`src/rtl/bus_grant_sched_pkg.sv`:
```
// Shared definitions for the bus_grant_sched round-robin bus scheduler.
package bus_grant_sched_pkg;

  // Scheduler FSM encoding
  typedef enum logic [1:0] {
    ST_IDLE  = 2'd0,
    ST_GRANT = 2'd1,
    ST_TURN  = 2'd2
  } state_e;

  // Default configuration
  localparam int unsigned DEF_NREQ        = 3;
  localparam int unsigned DEF_HOLD_MAX    = 16;
  localparam int unsigned DEF_TURN_CYCLES = 1;

  // clog2 that never returns zero, so index/counter vectors stay at least 1 bit wide
  function automatic int unsigned clog2_w(input int unsigned n);
    return (n <= 1) ? 1 : $clog2(n);
  endfunction

endpackage

```
`src/rtl/bus_grant_sched_rr_pick.sv`:
```
// Combinational round-robin picker: first eligible index after 'last', wrapping modulo NREQ.
module rr_pick
  import bus_grant_sched_pkg::*;
#(
  parameter int unsigned NREQ = DEF_NREQ,
  localparam int unsigned IW = clog2_w(NREQ)
) (
  input  logic [NREQ-1:0] eligible,
  input  logic [IW-1:0]   last,
  output logic [NREQ-1:0] win_oh,
  output logic [IW-1:0]   win_idx,
  output logic            any_valid
);

  int unsigned   cand;
  logic [IW-1:0] cidx;

  // Scan last+1, last+2, ... so 'last' itself is checked last (lowest priority)
  always_comb begin
    win_oh    = '0;
    win_idx   = '0;
    any_valid = 1'b0;
    cand      = 0;
    cidx      = '0;
    for (int unsigned off = 1; off <= NREQ; off++) begin
      cand = (32'(last) + off) % NREQ;
      cidx = cand[IW-1:0];
      if (!any_valid && eligible[cidx]) begin
        any_valid    = 1'b1;
        win_idx      = cidx;
        win_oh[cidx] = 1'b1;
      end
    end
  end

endmodule

```
`src/rtl/bus_grant_sched.sv`:
```
// Round-robin bus scheduler with held grants and a fixed turnaround gap.
// Optional hold watchdog enabled by defining BUS_GRANT_SCHED_WATCHDOG_EN.
module bus_grant_sched
  import bus_grant_sched_pkg::*;
#(
  parameter int unsigned NREQ        = DEF_NREQ,
  parameter int unsigned HOLD_MAX    = DEF_HOLD_MAX,
  parameter int unsigned TURN_CYCLES = DEF_TURN_CYCLES,
  localparam int unsigned IW = clog2_w(NREQ)
) (
  input  logic            clk,
  input  logic            rst,
  input  logic [NREQ-1:0] req,
  output logic [NREQ-1:0] gnt,
  output logic [IW-1:0]   gnt_id,
  output logic            busy,
  output logic            timeout
);

  localparam int unsigned HW = clog2_w(HOLD_MAX + 1);
  localparam int unsigned TW = clog2_w(TURN_CYCLES + 1);

  state_e          state;
  logic [IW-1:0]   last;
  logic [HW-1:0]   hold_cnt;
  logic [TW-1:0]   turn_cnt;
  logic [NREQ-1:0] mask;
  logic [NREQ-1:0] eligible;
  logic [NREQ-1:0] pick_oh;
  logic [IW-1:0]   pick_idx;
  logic            pick_any;
  logic            wd_fire;

  assign eligible = req & ~mask;
  assign busy     = (state != ST_IDLE);

  rr_pick #(
    .NREQ(NREQ)
  ) u_rr_pick (
    .eligible  (eligible),
    .last      (last),
    .win_oh    (pick_oh),
    .win_idx   (pick_idx),
    .any_valid (pick_any)
  );

`ifdef BUS_GRANT_SCHED_WATCHDOG_EN
  // Force release on the edge that would start the (HOLD_MAX+1)-th grant cycle
  always_comb begin
    wd_fire = (state == ST_GRANT) && req[gnt_id] && (hold_cnt == HW'(HOLD_MAX - 1));
  end

  // Mask clears whenever the requester lets go; set only by a forced release
  always_ff @(posedge clk or negedge rst) begin
    if (!rst) begin
      mask <= '0;
    end else begin
      mask <= (mask & req) | (wd_fire ? (NREQ'(1) << gnt_id) : '0);
    end
  end
`else
  assign wd_fire = 1'b0;
  assign mask    = '0;
`endif

  // Scheduler FSM with registered grant outputs
  always_ff @(posedge clk or negedge rst) begin
    if (!rst) begin
      state    <= ST_IDLE;
      gnt      <= '0;
      gnt_id   <= '0;
      last     <= IW'(NREQ - 1);
      hold_cnt <= '0;
      turn_cnt <= '0;
      timeout  <= 1'b0;
    end else begin
      timeout <= 1'b0;
      case (state)
        ST_IDLE: begin
          if (pick_any) begin
            gnt      <= pick_oh;
            gnt_id   <= pick_idx;
            last     <= pick_idx;
            hold_cnt <= '0;
            state    <= ST_GRANT;
          end
        end
        ST_GRANT: begin
          // Other requesters are ignored here: no preemption
          if (!req[gnt_id] || wd_fire) begin
            gnt      <= '0;
            gnt_id   <= '0;
            turn_cnt <= '0;
            timeout  <= wd_fire;
            state    <= ST_TURN;
          end else if (hold_cnt != '1) begin
            hold_cnt <= hold_cnt + HW'(1);
          end
        end
        ST_TURN: begin
          if (turn_cnt == TW'(TURN_CYCLES - 1)) begin
            state <= ST_IDLE;
          end else begin
            turn_cnt <= turn_cnt + TW'(1);
          end
        end
        default: begin
          state <= ST_IDLE;
          gnt   <= '0;
        end
      endcase
    end
  end

endmodule

```
`config.mk`:
```
export PLATFORM = sky130hd
export DESIGN_NAME = bus_grant_sched
export DESIGN_NICKNAME = d
export VERILOG_FILES = /design/src/rtl/bus_grant_sched_pkg.sv /design/src/rtl/bus_grant_sched_rr_pick.sv /design/src/rtl/bus_grant_sched.sv
export SDC_FILE = /design/constraint.sdc
export NUM_CORES = 1
export LEC_CHECK = 0
export CORE_UTILIZATION = 59
export CTS_BUF_LIST = sky130_fd_sc_hd__clkbuf_8
export DETAILED_ROUTE_END_ITERATION = 10
export GPL_TIMING_DRIVEN = 1
export PLACE_DENSITY = 0.86
export SYNTH_ARGS = -nofsm -noshare
export SYNTH_HDL_FRONTEND = slang
export SYNTH_HIERARCHICAL = 1
export SYNTH_SLANG_ARGS = --single-unit
```
`constraint.sdc`:
```
create_clock -name clk -period 5.5 [get_ports clk]
set_input_delay 1.1 -clock clk [delete_from_list [all_inputs] [get_ports clk]]
set_output_delay 1.1 -clock clk [all_outputs]
set_load 0.03 [all_outputs]
```
# Word level (Yosys, flattened, before mapping)
# Cells that the tools add are included.
[classes]
add_sub_neg = 4
mul = 0
div_mod_pow = 3
order_cmp = 7
n_eq_ne = 5
n_shift = 0
muxes = 36
n_bitwise = 3
n_reduce_logical = 16
[op_table]
columns = ["cell", "count"]
rows = [
  ["$mod 32x2->32 const B", 3],
  ["$mux 2", 8],
  ["$mux 3", 5],
  ["$lt 2x3->1 const B", 4],
  ["$mux 1", 12],
  ["$pmux 3 s3", 1],
  ["$reduce_and 3->1", 3],
  ["$bmux 1 s2", 4],
  ["$add 2x2->3 const B", 2],
  ["$demux 1 s2", 3],
  ["$ge 2x1->1 const B", 3],
  ["$ne 2x2->1 const B", 3],
  ["$or 3x3->3", 2],
  ["$pmux 2 s3", 1],
  ["$reduce_bool 2->1", 3],
  ["$logic_and 1x1->1", 5],
  ["$pmux 2 s2", 1],
  ["$reduce_and 2->1", 2],
  ["$add 2x1->3 const B", 1],
  ["$eq 2x1->1 const B", 1],
  ["$eq 2x2->1 const B", 1],
  ["$logic_not 1->1", 2],
  ["$logic_not 2->1", 1],
  ["$pmux 1 s2", 1],
  ["2 further kinds", 2],
]
[totals]
regBits = 10
latchBits = 0
ram_bits = 0
rom_bits = 0
memories = 0

# Logic depth before layout (Yosys ltp)
[logic_depth]
word_depth = 13
ltp_mapped = 10
depth_no_buf = 9

# By module
# The synthesis kept the hierarchy.
[modules_own_cells]
columns = ["mod", "n_inst", "cells_each", "area_each_um2", "seq_area_each_um2"]
rows = [
  ["bus_grant_sched", 1, 48, 503.0, 226.5],
  ["rr_pick", 1, 41, 297.8, 0.0],
]

# Worst setup path after synthesis
# No wires, ideal clock.
[synth_timing]
path_type = "input port to flip-flop"
startpoint = "in req[1]"
endpoint = "reg last[0]"
setup_time_ps = 125
arrival_time_ps = 2379
required_time_ps = 5375
slack_ps = 2996
cell_stages = 7
cell_sequence = "mux2i_1 o21ai_2 nor2_1 o21ai_1 nor2b_4 and2_4 mux2_4"
[synth_between]
elab_chain_len = 10
word_cells_on_any_way = 17
[synth_rtl]
columns = ["element", "line", "text"]
rows = [
  ["from (decl)", "bus_grant_sched.sv:13", "input logic [NREQ-1:0] req,"],
  ["$bmux 1 s2", "bus_grant_sched_rr_pick.sv:28", "if (!any_valid && eligible[cidx]) begin"],
  ["$mux 1 (not written as such)", "bus_grant_sched_rr_pick.sv:28", ""],
  ["$mux 1", "bus_grant_sched_rr_pick.sv:28", ""],
  ["$logic_not 1->1", "bus_grant_sched_rr_pick.sv:28", ""],
  ["$logic_and 1x1->1", "bus_grant_sched_rr_pick.sv:28", ""],
  ["$mux 1", "bus_grant_sched_rr_pick.sv:28", ""],
  ["$logic_not 1->1", "bus_grant_sched_rr_pick.sv:28", ""],
  ["$logic_and 1x1->1", "bus_grant_sched_rr_pick.sv:28", ""],
  ["$mux 1 *", "bus_grant_sched_rr_pick.sv:28", ""],
  ["net pick_any", "bus_grant_sched.sv:31", "logic pick_any;"],
  ["$reduce_and 2->1 (no source line) *", "n/a", ""],
  ["to (signal assigned)", "bus_grant_sched.sv:72", "last <= IW'(NREQ - 1);"],
  ["to (signal assigned)", "bus_grant_sched.sv:83", "last <= pick_idx;"],
  ["to (decl)", "bus_grant_sched.sv:24", "logic [IW-1:0] last;"],
]
# The timed path passes the listed nets; every way through them passes the cells marked *. The select of a mux whose other input is x is not followed.
# A chain may end at the register's enable or synchronous reset.

# Final worst setup path
# Same ends and word-level chain as after synthesis.

==> results.yml <==
run_status:
  status: "finished clean"
cts:
  clk_path_buf_depth: 2
  cts_resized: 0
  htree_levels: 1
  cts_hold_buffers: 0
  cts.root.buffer_cell: "clkbuf_8"
  clock_latency_ns: 0.24
  cts_buffers: 3
  post-cts-setup-buffers: 0
  clkTransAtPathRegs_ns: 0.05
  cts.sinks: 9
  cts_tree: "yes"
power_and_ir_drop:
  irDropWorstVdd_mv: 0.4011
  p_int_uw: 314.8
  seqPwrFrac_pct: 22.9
  pwr-share-clk_pct: 13.1
  swShare_pct: 45.53
  p_per_area_nw_per_um2: 619.3
  power.switching_uw: 263.2
  p_leak_uw: 0.0004054
  combPwrFrac_pct: 64.0
finish:
  num-fill-cells: 85
  area_growth_pct: 16.56
  nets: 110
  ff_latch_area_um2: 226.5
  num_antenna_cells: 0
  multi_input_area_um2: 514.2
  mostFrequentLayoutCells: "10 x clkdlybuf4s50_1, 9 x inv_1, 8 x dfrtp_1"
  final_common_cell: "clkdlybuf4s50_1"
  drive_above_1_share_pct: 15.00
global_route:
  overflow: 0
  track_usage_pct: 25.06
  antenna_found_initial: 0
  grt_pass1_vias: 564
  grt_max_degree: 13
  grt_pass1_wl_mm: 2.539
synthesis:
  netlist_top_cells_area: "dfrtp_1 25%, ha_1 6.3%, mux2i_1 6.3%, a311o_1 3.8%, inv_1 3.8%"
  ys_ff_latch: 9
  synth_top_family_by_area: "compound AO/OA/AOI/OAI gates"
  synth.avg_cell_area_um2: 8.997
  yosys.area_share.simple_pct: 22.34
  synth-adder-area-share_pct: 6.250
  synth-warning-count: 6
  ys_types: 38
  synthXorXnorAreaFrac_pct: 0
  synth_compound_area_share_pct: 25.16
  synth_mux_area_share_pct: 10.00
  synth_top_area_share_pct: 25.00
  syn_area_um2: 800.8
  ys_seq_area_share_pct: 28.28
  synth_cells: 89
  yosysTopAreaCell: "dfrtp_1"
  synth_fp_nets: 98
setup_path:
  path_depth: 8
  r2r_start: "last[0]"
  slowest_stage: "clkdlybuf4s50_1"
  worstPathMaxFanout: 9
  reg2reg_to: "last[0]"
  arrival_ns: 3.31
  crit_buf_inv: 1
  cp_data_required_time_ns: 5.62
  rrSetupSlack_ns: 2.84
  path_cells: "clkdlybuf4s50_1 > mux2i_1 > o21ai_2 > nor2_1 > o21ai_1 > nor2b_4 > and2_4 > mux2_4"
  critPathKind: "in2reg"
  crit_family: "buffers and inverters"
  endpoint: "last[0]"
  crit_start: "req[1]"
  cpPeakStageDelay_ns: 0.64
  worst_setup_path_start_kind: "primary input"
  critPathCaptureType: "flip-flop"
  r2r_cells: 9
sta:
  setup_tns_ns: 0
  period_share_pct: 58.06
  setup-violations-final: 0
  slew_violations: 0
  finalHoldViolCount: 0
  setup_ws_ns: 2.307
  max_freq_mhz: 313.2
  skew_ns: 0.005438
  rsz0062_at_grt: "false"
  finalCriticalPeriod_ns: 3.193
routing:
  drcViolationCount: 0
  routed_wl_mm: 1.677
  dr.pass1.iters: 4
  initialDrtViolationCount: 31
  drtAntennaViolNets: 0
  viasPerCell: 5.860
  post_drt_wl_per_cell_um: 14.71
  vias: 668
hold_path:
  hold_class: "reg2reg"
floorplan:
  start_util_pct: 67.51
  dieArea_um2: 1509
  placementRows: 12
  die_width_um: 38.84
  core-area_um2: 1186
  die_y_um: 38.84
  boundaryPins: 12
placed_design:
  gp_congestion: 0.9197
  place_ws_ns: 2.125
  port_buffers: 10
  post-dp-hpwl_mm: 1.189
job:
  drv_cap: 0
-- worst register-to-register path, stage by stage, from the launching register on --
cell	delay (ns)
dfrtp_1	0.40
inv_1	0.08
ha_1	0.49
mux2i_1	0.14
o21ai_2	0.31
nor2_1	0.09
o21ai_1	0.28
nor2b_4	0.29
and2_4	0.17
mux2_4	0.29
-- power by group through the flow --
| stage | combinational (uW) | sequential [uW] | clock [uW] |
|---|---|---|---|
| floorplan | 292 | 138 | 0 |
| global placement | 357 | 132 | 0 |
| detailed placement | 363 | 132 | 0 |
| CTS | 366 | 131 | 76.2 |
| global route | 402 | 136 | 80.9 |
| finish | 370 | 132 | 75.9 |
-- Yosys cell counts (all sizes together) --
cell type	instances
dfrtp	8
inv	8
nand2	7
nor2	7
o21ai	7
mux2i	5
a21oi	4
ha	4
nand3b	4
a311o	3
buf	3
nand2b	3
o22ai	3
and2	2
mux2	2
nor2b	2
nor3b	2
o31ai	2
a211o	1
a21boi	1
a31o	1
and2b	1
and3b	1
conb	1
dfstp	1
nor3	1
o2111ai	1
o21a	1
o32a	1
o32ai	1
or2	1
-- per-stage QoR --
step | instances | util, % | area, um^2 | hold slack (ns) | power (uW)
after floorplan | 89 | - | 800.8 | 0.5396 | 430.1
after global placement | 110 | 74.89 | 888.4 | 0.5216 | 488.4
after detailed placement | 110 | 74.89 | 888.4 | 0.5234 | 494.9
after CTS | 114 | 78.69 | 933.4 | 0.5377 | 573.8
after global routing | 114 | 78.69 | 933.4 | 0.5451 | 618.9
final | 114 | 78.69 | 933.4 | 0.5347 | 578.0
-- flip-flops by register name, summed over array words and instances, names as in the netlist --
signal  count
gnt_id      2
state       2
gnt         3
last        2
-- how the worst min path moves through the flow --
stage	from	to	cells after the start
after floorplan	last[0]	last[0]	1
after global placement	gnt[1]	gnt[1]	1
after detailed placement	gnt[1]	gnt[1]	1
after CTS	gnt[1]	gnt[1]	1
after global routing	gnt[1]	gnt[1]	1
final	gnt[1]	gnt[1]	1
-- metal layers --
metal / track usage (%) / wire length (um) / up-vias
li1: - / - / 343
met1: 33.21 / 875 / 310
met2: 40.42 / 710 / 15
met3: 10.40 / 91 / 0
met4: 0 / 0 / 0
met5: 0 / 0 / -
-- cells by family after synthesis --
kind of cell,Yosys count
other cells,1
flops,9
simple gates,31
compound gates,26
mux,7
fa+ha+maj,4
buf+inv,11
-- layout make-up --
cell class | count | area share, %
well taps | 14 | 1.877
inverters | 8 | 3.217
flip-flops and latches | 9 | 24.26
multi-input cells | 69 | 55.09
clock inverters | 1 | 0.4021
repair buffers | 10 | 10.72
clock buffers | 3 | 4.424
(Power assumes the default switching activity.)
==> edit (same flow settings) <==
The 3 states of `state_e` get a one-hot encoding in 3 bits.
--- a/src/rtl/bus_grant_sched_pkg.sv
+++ b/src/rtl/bus_grant_sched_pkg.sv
@@ -4,6 +4,6 @@
   // Scheduler FSM encoding
-  typedef enum logic [1:0] {
-    ST_IDLE  = 2'd0,
-    ST_GRANT = 2'd1,
-    ST_TURN  = 2'd2
+  typedef enum logic [2:0] {
+    ST_IDLE  = 3'b001,
+    ST_GRANT = 3'b010,
+    ST_TURN  = 3'b100
   } state_e;
Function: same outputs for any inputs over 10 cycles, from zero or initial values and one cycle with rst low; not proved beyond that.
==> edit against the unedited design <==
Global-route usage increased by 7.4 points; area after synthesis down 0.31%; sequential share of layout area rose by 2.7 points; critical path depth did not move; final area is 0.54% higher; sequential cell count rose by 1; clock skew down 0.00062 ns; register-to-register slack about the same; power grew 1.3%; routed wire length is 15% higher; synthesized cell count rose by 2.2%; highest routed layer is now met4; combinational power about the same; non-clock buffer count is the same; worst setup slack gained 0.024 ns.
==> edit: results (changes against the unedited design) <==
Global route:
- The met1 usage came to 38.8% (+5.6 points).
- The first-pass GRT wire length is 3140 µm (+24%).
- The met2 usage came to 51.2% (+11 points).
- The met3 track demand over resource in global routing was 12.7% (+2.3 points).
- The total track usage is 32.5% (+7.4 points).

Synthesis:
- The area fraction in compound gates after synthesis is 24.5% (-0.70 points).
- The distinct cell type count of the synthesized netlist is 33 (-13%).
- The gate count after technology mapping is 91 (+2.2%).
- The number of enable-type register cells in the synthesized netlist is 0 (unchanged).
- The area share of fa/ha/maj cells after synthesis was 6.27% (+0.020 points).
- The net count after synthesis was 100 (+2.0%).

Routing:
- The wire length on met1 is 861 µm (-1.6%).
- The average vias per placed instance is 6.24 (+6.5%).
- The average wire length per cell after detail routing came to 16.6 µm (+13%).
- The met3 wire length is 109 µm (+20%).
- The initial detailed-routing violation count is 36 (+16%).
- The top layer used by detailed routing is met4.
- The routed wire length on met2 is 914 µm (+29%).

Finish:
- The proportion of layout cells with a drive suffix above 1 was 11.8% (-3.2 points).
- The filler cell count in the final layout was 79 (-7.1%).
- The layout net count is 113 (+2.7%).
- The number of standard cells in the final layout excluding fillers is 116 (+1.8%).

Min path:
- The startpoint of the lowest-slack hold path is gnt[2]$_DFFE_PN0P_.

Power and ir drop:
- The standby leakage power is 0.412 nW (+1.7%).
- The net switching power of the design is 0.275 mW (+4.7%).
- The total power density per cell area is 624 nW/µm² (+0.71%).
- The relative contribution of combinational cells to total power is 63.0% (-1.0 points).
- The maximum vdd drop was 0.340 mV (-15%).

Placement:
- The placed wire-length estimate is 1420 µm (+19%).
- The weighted congestion at the end of routability-driven global placement is 0.939 (+2.1%).

Clock network:
- The level count of the clock H-tree is 1 (unchanged).
- The clock insertion delay at the later pin of the skew report is 0.24 ns (about the same).

Timing:
- The largest clock skew in the final design is 0.00481 ns (-0.000624 ns).

Critical path:
- The data arrival time of the critical path is 3.29 ns (-0.02 ns).
- The worst-path maximum fanout was 8 (-1).

Outcome:
- The flow ran to the end, and the final reports show no timing, DRC or antenna violations.
edit: cell count changes in the layout (fill, tap and decap cells not counted), moves of 2 or more:
cell and delta:
sky130_fd_sc_hd__nor2_1 -3, sky130_fd_sc_hd__nor2b_1 +2, sky130_fd_sc_hd__inv_1 +4, sky130_fd_sc_hd__o21ai_0 +4, sky130_fd_sc_hd__nand3_1 +2, sky130_fd_sc_hd__a311o_1 -3
sky130_fd_sc_hd__mux2_4 -2, sky130_fd_sc_hd__mux2i_1 +3
edit: final cells by class:
type                    count  area share [%]
clock buffers               3            4.40
flip-flops and latches     10            26.9
repair buffers             10            10.7
inverters                  13            5.20
multi-input cells          66            50.9
well taps                  14            1.87
edit: final timing paths:
kind	endpoint	slack, ns	cells after the start
worst max-delay path	last[0]$_DFFE_PN0P_	2.33	8
worst min-delay path	gnt[2]$_DFFE_PN0P_	0.54	2
worst max register to register	last[0]$_DFFE_PN0P_	2.83	9
worst min register to register	gnt[2]$_DFFE_PN0P_	0.54	2
max in group asynchronous	last[1]$_DFFE_PN1P_	3.97	1
min in group asynchronous	state[1]$_DFFE_PN0P_	1.18	1
edit: per-stage QoR:
step                      setup WS, ns  area, µm²  hold WS (ns)
after floorplan                   3.04        798         0.482
after global placement            2.30        897         0.506
after detailed placement          2.21        897         0.537
after CTS                         2.39        938         0.547
after global routing              2.22        938         0.555
final                             2.33        938         0.540
edit: critical path, stage by stage:
cell	delay (ns)
sky130_fd_sc_hd__clkdlybuf4s50_1	0.63
sky130_fd_sc_hd__mux2i_1	0.15
sky130_fd_sc_hd__o21ai_2	0.31
sky130_fd_sc_hd__nor2_1	0.09
sky130_fd_sc_hd__o21ai_1	0.18
sky130_fd_sc_hd__nand3b_1	0.14
sky130_fd_sc_hd__nor2_1	0.31
sky130_fd_sc_hd__mux2_2	0.38
